**src/rtl/branch_pc_ctrl.sv**
```systemverilog
// -----------------------------------------------------------------------------
// branch_pc_ctrl
//
// Purpose
//   Consumer side of the ID-stage branch compare result. Turns the comparator
//   output (cmpout) plus J/JR decode into the next fetch address. Owns the PC
//   register, the fetch request towards instruction memory, and a deferred
//   redirect that is parked while the pipeline is stalled.
//
// Handshake
//   pc/pc_req form a valid/ready pair with if_ready: a fetch is accepted in a
//   cycle where pc_req & if_ready are both high and the hazard unit is not
//   holding IF/ID (stall low). pc only changes on an accepted fetch, and pc is
//   held stable while pc_req is high and the fetch has not been accepted.
//
// Ports
//   clk        in   1   clock, rising edge
//   rst_n      in   1   asynchronous reset, active low
//   id_pc      in   32  PC of the instruction currently in ID
//   br_valid   in   1   ID holds a conditional branch
//   cmpout     in   1   branch-taken result from the comparator
//   br_imm     in   16  branch offset field
//   j_valid    in   1   ID holds J/JAL
//   j_index    in   26  J instr_index field
//   jr_valid   in   1   ID holds JR/JALR
//   jr_target  in   32  forwarded register value for JR
//   stall      in   1   hazard-unit hold of IF/ID
//   if_ready   in   1   imem accepts pc this cycle
//   pc         out  32  fetch address
//   pc_req     out  1   fetch request valid
//   redirect   out  1   1-cycle pulse: pc was loaded from a control target
//   exc        out  1   1-cycle pulse: misaligned target trapped
//   state_dbg  out  2   FSM state (0 BOOT, 1 RUN, 2 PEND) for observation
//
// Configuration
//   MISALIGN_TRAP_EN  when defined, a target with [1:0] != 0 loads EXC_VEC and
//                     raises exc together with redirect. When undefined, the
//                     low two target bits are forced to zero and exc stays 0.
// -----------------------------------------------------------------------------
module branch_pc_ctrl #(
   parameter logic [31:0] RESET_PC = 32'h0000_3000,
   parameter logic [31:0] EXC_VEC  = 32'h0000_4180
) (
   input  logic        clk,
   input  logic        rst_n,
   input  logic [31:0] id_pc,
   input  logic        br_valid,
   input  logic        cmpout,
   input  logic [15:0] br_imm,
   input  logic        j_valid,
   input  logic [25:0] j_index,
   input  logic        jr_valid,
   input  logic [31:0] jr_target,
   input  logic        stall,
   input  logic        if_ready,
   output logic [31:0] pc,
   output logic        pc_req,
   output logic        redirect,
   output logic        exc,
   output logic [1:0]  state_dbg
);

   typedef enum logic [1:0] {
      BOOT = 2'd0,
      RUN  = 2'd1,
      PEND = 2'd2
   } state_t;

   state_t state;
   state_t state_nxt;

   // Control decode
   logic        adv;
   logic        take;

   // Target computation
   logic [31:0] id_pc_plus4;
   logic [31:0] br_tgt;
   logic [31:0] j_tgt;
   logic [31:0] sel_tgt;
   logic [31:0] apply_src;
   logic [31:0] load_pc;
   logic        load_exc;

   // Pending target parked while a taken control transfer waits for adv
   logic [31:0] pend_tgt;

   // FSM outputs steering the datapath registers
   logic        do_seq;
   logic        do_redir;
   logic        do_capture;

   // adv is derived from state rather than pc_req so the output process has
   // no combinational feedback through pc_req.
   assign adv  = (state != BOOT) & if_ready & ~stall;
   assign take = jr_valid | j_valid | (br_valid & cmpout);

   assign id_pc_plus4 = id_pc + 32'd4;
   assign br_tgt      = id_pc_plus4 + {{14{br_imm[15]}}, br_imm, 2'b00};
   assign j_tgt       = {id_pc_plus4[31:28], j_index, 2'b00};

   // Priority jr > j > br. br_tgt is only meaningful when take is set.
   always_comb begin
      sel_tgt = br_tgt;
      if (j_valid) begin
         sel_tgt = j_tgt;
      end
      if (jr_valid) begin
         sel_tgt = jr_target;
      end
   end

   // The target that lands on pc: the live selection in RUN, the parked one in
   // PEND. pend_tgt keeps the raw value so the alignment check happens at the
   // moment the target is applied, exactly as for a live target.
   assign apply_src = (state == PEND) ? pend_tgt : sel_tgt;

`ifdef MISALIGN_TRAP_EN
   always_comb begin
      load_exc = (apply_src[1:0] != 2'b00);
      load_pc  = load_exc ? EXC_VEC : apply_src;
   end
`else
   logic unused_cfg;

   always_comb begin
      load_exc = 1'b0;
      load_pc  = {apply_src[31:2], 2'b00};
   end

   // Trap vector and low target bits have no consumer in this build.
   assign unused_cfg = ^{EXC_VEC, apply_src[1:0]};
`endif

   // ---------------------------------------------------------------------------
   // FSM: state register
   // ---------------------------------------------------------------------------
   always_ff @(posedge clk or negedge rst_n) begin
      if (!rst_n) begin
         state <= BOOT;
      end else begin
         state <= state_nxt;
      end
   end

   // ---------------------------------------------------------------------------
   // FSM: next-state logic
   // ---------------------------------------------------------------------------
   always_comb begin
      state_nxt = state;
      case (state)
         BOOT: begin
            state_nxt = RUN;
         end
         RUN: begin
            if (!adv && take) begin
               state_nxt = PEND;
            end
         end
         PEND: begin
            // ID still holds the same transfer, so new take inputs are ignored.
            if (adv) begin
               state_nxt = RUN;
            end
         end
         default: begin
            state_nxt = BOOT;
         end
      endcase
   end

   // ---------------------------------------------------------------------------
   // FSM: output logic
   // ---------------------------------------------------------------------------
   always_comb begin
      pc_req     = 1'b0;
      do_seq     = 1'b0;
      do_redir   = 1'b0;
      do_capture = 1'b0;
      case (state)
         BOOT: begin
            pc_req = 1'b0;
         end
         RUN: begin
            pc_req = 1'b1;
            if (adv && take) begin
               do_redir = 1'b1;
            end else if (adv) begin
               do_seq = 1'b1;
            end else if (take) begin
               do_capture = 1'b1;
            end
         end
         PEND: begin
            pc_req = 1'b1;
            if (adv) begin
               do_redir = 1'b1;
            end
         end
         default: begin
            pc_req = 1'b0;
         end
      endcase
   end

   assign state_dbg = state;

   // ---------------------------------------------------------------------------
   // Datapath registers. redirect/exc are registered so they line up with the
   // cycle in which the new pc is presented to instruction memory.
   // ---------------------------------------------------------------------------
   always_ff @(posedge clk or negedge rst_n) begin
      if (!rst_n) begin
         pc       <= RESET_PC;
         pend_tgt <= 32'd0;
         redirect <= 1'b0;
         exc      <= 1'b0;
      end else begin
         redirect <= do_redir;
         exc      <= do_redir & load_exc;
         if (do_redir) begin
            pc <= load_pc;
         end else if (do_seq) begin
            // Natural 32-bit wrap: 32'hFFFF_FFFC + 4 -> 0.
            pc <= pc + 32'd4;
         end
         if (do_capture) begin
            pend_tgt <= sel_tgt;
         end
      end
   end

endmodule

```
**config.mk**
```make
export PLATFORM = sky130hd
export DESIGN_NAME = branch_pc_ctrl
export DESIGN_NICKNAME = d
export VERILOG_FILES = /design/src/rtl/branch_pc_ctrl.sv
export SDC_FILE = /design/constraint.sdc
export NUM_CORES = 1
export LEC_CHECK = 0
export ABC_AREA = 1
export CAP_MARGIN = 0
export CORE_ASPECT_RATIO = 1.2
export CORE_MARGIN = 1
export CORE_UTILIZATION = 54
export CTS_BUF_LIST = sky130_fd_sc_hd__clkbuf_8
export CTS_CLUSTER_DIAMETER = 60
export DETAILED_ROUTE_END_ITERATION = 16
export PLACE_DENSITY = 0.84
export SYNTH_ARGS = -nofsm -noshare
export SYNTH_HDL_FRONTEND = slang
export SYNTH_SLANG_ARGS = --single-unit
```
**constraint.sdc**
```tcl
create_clock -name clk -period 2.1 [get_ports clk]
set_clock_uncertainty 0.05 [all_clocks]
set_input_delay 0.21 -clock clk [delete_from_list [all_inputs] [get_ports clk]]
set_output_delay 0.21 -clock clk [all_outputs]
set_load 0.02 [all_outputs]
```
==> results of run 1 <==
-- synthesized netlist by cell type (5+ instances only) --
library cell and n:
nor2_1 125, buf_2 5, o21ai_0 65, nor4_1 8, dfrtp_1 61, nand3_1 54
a21oi_1 102, xor2_1 29, xnor2_1 15, clkbuf_1 24, ha_1 39, nor2_4 7
nand2_1 379, o21bai_1 7, nand4_1 12, nor3_1 19, inv_2 6, o21ai_1 29
or2_2 5, inv_1 145
-- through the flow --
step	std cells	instance area [sq um]
after global placement	1642	10200
after detailed placement	1642	10200
after floorplan	1201	7410
after CTS	1681	11500
-- repair_timing --
action | CTS
endpoints found under the hold margin | 15
buffers inserted | 24
gates resized for setup | 296
pin swaps | 125
hold buffers | 1
gates cloned | 0
setup endpoints to repair | 58
-- kinds of logic after synthesis --
group | count (synthesis)
xor+xnor | 45
other cells | 1
fa+ha+maj | 40
flops | 63
buf+inv | 187
simple gates | 642
compound gates | 221
==> results.md, run 1 <==
- Status: did not finish
- Failing step: global routing
- Stop err: [ERROR DPL-0038] Utilization greater than 100%, impossible to legalize
- Syn_area_per_cell: between 5 and 6 sq um
- Post-synth EDFFs: 0
- Synth top area share: 0.213
- Clock Path Buffers: 2
- Post-DP HPWL: 20.6 mm
- Mapped Area: 7160 sq um
- Seq cells post-synth: 63
- Clock sinks: 63
- Synth Area in Compound Gates: 0.164
- Post-synth top area cell: dfrtp_1
- Worst endpoint, post-GRT repair: pc[31]$_DFFE_PN0P_/D
- Cells after Synth: 1,199
- Largest cells by area after synthesis: dfrtp_1 21%, nand2_1 20%, inv_1 7.6%
- Num CTS Buffers: 9
- Chip width: 107 um
- Register area share after synthesis: 0.221
- Ys Warns: 0
- Die H: 128 um
- Synth unique cells: 48
- Synthesized-area fraction occupied by xor and xnor cells: 0.0561
- Asr flop ratio synth: 1.00
- Count of input and output buffers: 143
- Initial Utilization: 0.560
- # rows: 45
- Largest family of logic cells by synthesized area: simple AND/OR/NAND/NOR gates
- Post-synthesis adder-cell area fraction: 0.0710
- Simple-Gate Fraction of Synth Area: 0.386
- Final GP Congestion: 1.03
- Multiplexer area fraction after synthesis: 0
- Largest net degree at the start of global routing: 42
- H-tree depth: 3
- Clock root buffer: clkbuf_8
- Place WS: -1.76 ns
- I/O pin count: 151
- Worst-path end type: sequential cell input
- Most common flop cell mapped by yosys: dfrtp_1
==> run 2: changes to the inputs <==
==> config.mk (replaced) <==
export PLATFORM = sky130hd
export DESIGN_NAME = branch_pc_ctrl
export DESIGN_NICKNAME = d
export VERILOG_FILES = /design/src/rtl/branch_pc_ctrl.sv
export SDC_FILE = /design/constraint.sdc
export NUM_CORES = 1
export LEC_CHECK = 0
export ABC_AREA = 1
export CAP_MARGIN = 0
export CORE_MARGIN = 1
export CORE_UTILIZATION = 40
export DETAILED_ROUTE_END_ITERATION = 16
export PLACE_DENSITY_LB_ADDON = 0.15
export SYNTH_ARGS = -nofsm -noshare
export SYNTH_HDL_FRONTEND = slang
export SYNTH_SLANG_ARGS = --single-unit
==> run 2 against run 1 <==
Compared with the run above: the flow now finishes, with violations (setup timing); synthesized cell count unchanged; area after synthesis unchanged.
==> results.md, run 2 <==
- Status: complete, but fails checks
- Failing checks: setup timing
- Clock root buffer: clkbuf_16
- Vias in the first global route: 8,634
- Chip width: 136 um (+27%)
- Seq cells post-synth: 63 (unchanged)
- Overall routing resource usage: 0.287
- Critical Path Slowest Stage Cell: ha_2
- I/O pin count: 151 (unchanged)
- Nets: 1,678
- Skew-Pair Late Insertion Delay: 0.33 ns
- Rel. slew slack: 0.619
- H-tree depth: 3 (unchanged)
- Via/cell ratio: around 5.2
- Min Clock Period, post-route: 2.68 ns
- Largest cells by area after synthesis: dfrtp_1 21%, nand2_1 20%, inv_1 7.6%
- Critical path type: in -> reg
- Crit Path Max Fanout: 4
- Crit share post-route: 1.28
- Asr flop ratio synth: 1.00 (unchanged)
- # rows: 48 (+6.7%)
- Peak VDD IR: 0.644 mV
- Pleak: 5.98 nW
- Core box area: 17,400 sq um
- Placed cell areas: 10,400 sq um (+1.3%)
- Mapped Area: 7160 sq um (unchanged)
- DRT Pass-1 Iters: 5
- Die H: 136 um (+6.0%)
- Clk slew on worst S/H paths: 0.05 ns
- Post-synth EDFFs: 0 (unchanged)
- Num CTS Buffers: 9 (unchanged)
- Post-Route WL: approximately 27 mm
- Clock sinks: 63 (unchanged)
- Slowest Stage Delay on Critical Path: 0.40 ns
- Largest net degree at the start of global routing: 43
- Initial drt markers: 515
- Depth of the worst register-to-register path: 10
- Ys Warns: 0 (unchanged)
- Worst path most repeated cell: nand2_1
- Startpoint Class: input pin
- Total number of vias: 9,168
- Timing-limited maximum frequency: 373 MHz
- Critical path data required time: 2.27 ns
- Cell family with most CP delay: simple AND/OR/NAND/NOR gates
- Ant. Diodes: 0
- CTS tree: done
- R2R Setup Slk: -0.05 ns
- Crit path buf inv count: 8
- RSZ-0062 raised after global routing: yes
- Worst-margin pin slew: 0.566 ns
- First-pass GRT wire length: 41.8 mm
- Register area share after synthesis: 0.221 (unchanged)
- Slew Viols, Final: 0
- Die area: 18,400 sq um
- Power Density: 744 nW/um^2
- Synth unique cells: 48 (unchanged)
- Wire length per cell: 15.5 um
- Commonest non-fill, non-tap cells in the layout: 262 x nand2_1, 158 x buf_4, 117 x clkdlybuf4s50_1, 113 x inv_1, 90 x nand2_2
- ANT nets after route: 0
- Worst R2R End: pc[16]$_DFFE_PN0P_
- Post-DP HPWL: 20.0 mm (-3.0%)
- WP data arrival: 2.85 ns
- Share of cells above drive strength 1: 0.398
- Leading cell type in the layout, fill and taps excluded: nand2_1
- Antenna violations before repair: 0
- Most common flop cell mapped by yosys: dfrtp_1
- Synth top area share: 0.213 (unchanged)
- Count leader, synth: nand2_1
- Place WS: -1.62 ns (+0.144 ns)
- Cells after Synth: 1,199 (unchanged)
- Final Hold Fails: 0
- Clock Path Buffers: 2 (unchanged)
- Syn_area_per_cell: 5.97 sq um (unchanged)
- Endpoint class of the critical path: flip-flop
- Hold Path Class: in -> async
- Count of input and output buffers: 143 (unchanged)
- Top post-synthesis cells by count: 379 x nand2_1, 145 x inv_1, 125 x nor2_1
- GR Overflow Total: 0
- Endpoints failing setup: 48
- Area grow syn2layout: 75.2%
- Finished Cell Area: 12,500 sq um
- Initial Utilization: 0.412 (-0.148)
- Reg-to-Reg Start: pc[3]$_DFFE_PN0P_
- Final GP Congestion: 0.929 (-9.7%)
- Max-cap violations: 0
- DRC Markers: 0
- Post-synth top area cell: dfrtp_1
- Worst setup margin: -0.578 ns
==> run 2: worst reg2reg max path, stage by stage (launching register included) <==
cell and delay [ns]:
dfrtp_1 0.36, ha_1 0.20, nand3_2 0.10, nor2_1 0.20
nand4_1 0.16, nor4_1 0.46, o21ba_1 0.23, o21ai_1 0.11
inv_1 0.05, nand2_1 0.06, nand2_1 0.05
==> run 2: power breakdown <==
part           internal, mW  switching [mW]  total (mW)  leakage (nW)
clock network         0.930           0.528        1.46         0.143
logic                  2.45            3.06        5.52          5.07
registers              1.81           0.540        2.35         0.759
total                  5.19            4.13        9.32          5.98
==> run 2: final cells by class <==
cell class                 count  area, sq um
clock buffer                  16          292
fill                        1399         4820
inverter                     151          572
multi-input combinational    951         6590
sequential                    63         1580
tap                          225          282
timing repair buffer         348         3230
==> run 2: routing by layer <==
metal | track usage | routed length (um) | vias up
met5 | 0 | 0 | -
met4 | 0.129 | 1120 | 0
met3 | 0.0236 | 1290 | 74
met2 | 0.507 | 13800 | 311
met1 | 0.353 | 11000 | 4284
li1 | - | - | 4499
==> run 2: worst max path at each step <==
stage,startpoint,end,slack (ns),cells past startpoint
after global routing,id_pc[9],pc[27]$_DFFE_PN0P_,-0.76,23
final,id_pc[3],pc[16]$_DFFE_PN0P_,-0.58,26
after detailed placement,id_pc[2],pc[27]$_DFFE_PN0P_,-1.62,21
after global placement,id_pc[2],pc[27]$_DFFE_PN0P_,-1.57,21
after CTS,id_pc[3],pc[27]$_DFFE_PN0P_,-0.55,21
after floorplan,id_pc[2],pc[27]$_DFFE_PN0P_,-0.60,22
==> run 2: what timing repair did <==
item	in CTS	in global routing
buffers inserted	22	17
setup endpoints to repair	57	54
pin swaps	138	102
gates resized for setup	287	218
endpoints found under the hold margin	61	0
hold buffers	1	0
==> run 2: kinds of logic after synthesis <==
group / after synthesis / synth area share
fa+ha+maj: 40 / 0.0710
flops: 63 / 0.221
buf+inv: 187 / 0.102
other cells: 1 / 0.000524
simple gates: 642 / 0.386
xor+xnor: 45 / 0.0561
compound gates: 221 / 0.164
==> run 2: stage by stage <==
step	TNS [ns]	util	std cells	power [mW]	hold WS, ns
2_1_floorplan	-11.87	-	1201	5.00	-0.136
3_3_place_gp	-65.61	0.597	1704	6.95	-0.0326
3_5_place_dp	-68.41	0.597	1704	7.05	-0.0332
4_1_cts	-16.50	0.671	1741	8.84	0.153
5_1_grt	-25.92	0.723	1754	9.97	0.169
6_report	-18.13	0.723	1754	9.32	0.154
Note: power is estimated with default switching activity, not from simulation.
==> run 3: changes to the inputs <==
--- a/config.mk
+++ b/config.mk
@@ -6,11 +6,12 @@
 export NUM_CORES = 1
 export LEC_CHECK = 0
 export ABC_AREA = 1
-export CAP_MARGIN = 0
+export CAP_MARGIN = 25
 export CORE_MARGIN = 1
 export CORE_UTILIZATION = 40
+export CTS_CLUSTER_SIZE = 12
 export DETAILED_ROUTE_END_ITERATION = 16
-export PLACE_DENSITY_LB_ADDON = 0.15
+export PLACE_DENSITY = 0.65
 export SYNTH_ARGS = -nofsm -noshare
 export SYNTH_HDL_FRONTEND = slang
 export SYNTH_SLANG_ARGS = --single-unit
==> run 3 against run 2 <==
Compared with the run above: the flow still finishes with violations (setup timing); wire length up 15%; sequential power about the same; clock power up 11%; non-clock buffer count up 39; count of clock-buffer cells in the layout down 6; global-route usage up 1.3 points; final area up 5.4%; via count up 5.7%; fmax down 7.2%; register-to-register slack worse by 0.12 ns; largest power group unchanged.
==> results.md, run 3 (synthesis results as in run 2) <==
- Status: complete, but fails checks
- Failing checks: setup timing
- Power Density: 742 nW/um^2 (-0.15%)
- Finished Cell Area: 13,200 sq um (+5.4%)
- DRC Markers: 0 (unchanged)
- Initial drt markers: 626 (+22%)
- DRT Pass-1 Iters: 5 (unchanged)
- Clock root buffer: clkbuf_16
- Routed wl met2: 15.9 mm (+15%)
- CTS tree: done
- Largest net degree at the start of global routing: 48 (+12%)
- Finished Core Util: 0.761 (+0.0388)
- Via/cell ratio: 5.41 (+3.4%)
- ANT nets after route: 0 (unchanged)
- Crit path cell chain: buf_2, nand2_2, nor3_4, nand2_2, nor4_4, nand2_2, nor2_4, nand2_2, xor2_1, inv_1, ha_4, nand2_1, nor2_2, nand2_1, nor2_1, nand2_1, nand3b_1, nand3_2, nand2_1, nand2_1, nand2_1, nand2_1, a21oi_1
- Cell family with most CP delay: simple AND/OR/NAND/NOR gates
- Final Hold Fails: 0 (unchanged)
- Metal-1 WL: 12.3 mm (+11%)
- Area grow syn2layout: 84.6%
- Endpoints failing setup: 52 (+8.3%)
- Critical path type: in -> reg
- Initial Utilization: 0.412 (unchanged)
- Wire length per cell: 17.5 um (+13%)
- Peak VDD IR: 0.811 mV (+26%)
- Post-Route WL: 31.3 mm (+15%)
- Pleak: 6.28 nW (+5.1%)
- Min Clock Period, post-route: 2.89 ns (+0.208 ns)
- Leading cell type in the layout, fill and taps excluded: nand2_1
- Critical Path Slowest Stage Cell: ha_4
- TNS Setup: -26.53 ns (-8.40 ns)
- I/O pin count: 151 (unchanged)
- Clk slew on worst S/H paths: 0.06 ns (about the same)
- Post-DP HPWL: 20.3 mm (+1.8%)
- Reg-to-Reg Start: pc[3]$_DFFE_PN0P_
- Critical path data required time: 2.31 ns (+0.04 ns)
- Vias in the first global route: 8,962 (+3.8%)
- Crit share post-route: 1.37 (+0.0990)
- Die H: 136 um (unchanged)
- Total number of vias: 9,695 (+5.7%)
- Ant. Diodes: 0 (unchanged)
- Crit Path Max Fanout: 5 (+1)
- Startpoint Class: input pin
- Count of input and output buffers: 143 (unchanged)
- Clock Path Buffers: 2 (unchanged)
- Endpoint class of the critical path: flip-flop
- Crit path buf inv count: 2 (-6)
- Hold slack: 0.303 ns (+0.149 ns)
- H-tree depth: 3 (unchanged)
- Fillers: 1,240 (-11%)
- WP data arrival: 3.09 ns (+0.24 ns)
- Worst setup margin: -0.786 ns (-0.208 ns)
- Placed cell areas: 10,400 sq um (+0.80%)
- Share of cells above drive strength 1: 0.438 (+0.0405)
- Die area: 18,400 sq um (unchanged)
- # rows: 48 (unchanged)
- Final GP Congestion: 0.938 (+1.0%)
- Num CTS Buffers: 9 (unchanged)
- Clock sinks: 63 (unchanged)
- Critical Path Source: id_pc[7]
- Chip width: 136 um (unchanged)
- Skew-Pair Late Insertion Delay: 0.33 ns (about the same)
- Met3 Wirelength: 1.55 mm (+20%)
- Area of the multi-input gates: 6850 sq um (+3.9%)
- Max-cap violations: 0 (unchanged)
- Core box area: 17,400 sq um (unchanged)
- Timing-limited maximum frequency: 347 MHz (-7.2%)
- First-pass GRT wire length: 44.1 mm (+5.6%)
- Slew Viols, Final: 0 (unchanged)
- Hold Path Class: in -> async
- Antenna violations before repair: 0 (unchanged)
- Uppermost layer routed: met4
- Slowest Stage Delay on Critical Path: 0.34 ns (-0.06 ns)
- Sequential cell area: 1580 sq um (unchanged)
- Overall routing resource usage: 0.300 (+0.0127)
- GR Overflow Total: 0 (unchanged)
- Commonest non-fill, non-tap cells in the layout: 257 x nand2_1, 174 x buf_4, 115 x clkdlybuf4s50_1, 106 x inv_1, 86 x nor2_1
- Nets: 1,717 (+2.3%)
- Worst path most repeated cell: nand2_1
- RSZ-0062 raised after global routing: yes
==> run 3: worst paths after layout <==
kind | cells past startpoint | endpoint | slack, ns
worst min-delay path | 2 | pc[6]$_DFFE_PN0P_ | 0.30
max in group asynchronous | 3 | pc[12]$_DFFE_PN1P_ | 1.05
worst max register to register | 11 | pc[28]$_DFFE_PN0P_ | -0.17
min in group clk | 2 | pend_tgt[15]$_DFFE_PN0P_ | 0.43
worst max-delay path | 23 | pc[30]$_DFFE_PN0P_ | -0.79
worst min register to register | 2 | pend_tgt[15]$_DFFE_PN0P_ | 0.43
==> run 3: layout make-up <==
cell class,count,share of cell area
Clock buffer,10,0.0181
Clock inverter,6,0.00634
Inverter,151,0.0444
Multi-Input combinational cell,951,0.518
Sequential cell,63,0.119
Tap cell,225,0.0213
Timing Repair Buffer,387,0.272
==> run 3: per-stage QoR <==
stage          instances  total power [mW]  worst slack, ns
6_report            1793              9.81           -0.786
5_1_grt             1793              10.5           -0.999
4_1_cts             1765              9.16           -0.598
3_5_place_dp        1715              7.08            -1.55
3_3_place_gp        1715              6.99            -1.49
2_1_floorplan       1201              5.00           -0.601
==> run 3: timing repair <==
action                     4_1_cts  5_1_grt
gates resized for setup        361      239
hold buffers                     1        0
pin swaps                      150      165
hold endpoints to repair        16        0
setup buffers                   34       35
setup endpoints to repair       56       54
==> run 3: where the power goes <==
group / internal [mW] / switching [mW] / total [mW]
clock: 1.07 / 0.558 / 1.62
sequential: 1.81 / 0.562 / 2.37
combinational: 2.59 / 3.22 / 5.81
==> run 3: metal layers <==
layer | GRT usage | up-vias
li1 | - | 4571
met1 | 0.366 | 4606
met2 | 0.538 | 389
met3 | 0.0277 | 129
met4 | 0.118 | 0
met5 | 0 | -
==> run 3: worst register-to-register path: stages, from the launching register on <==
cell     delay [ns]
dfrtp_1        0.41
ha_1           0.22
nand3_2        0.09
nor2_1         0.18
nand2_1        0.11
nor3_2         0.19
nand2_1        0.15
nor2_1         0.22
nand2_1        0.09
xor2_1         0.15
o21ai_1        0.19
a21oi_2        0.09
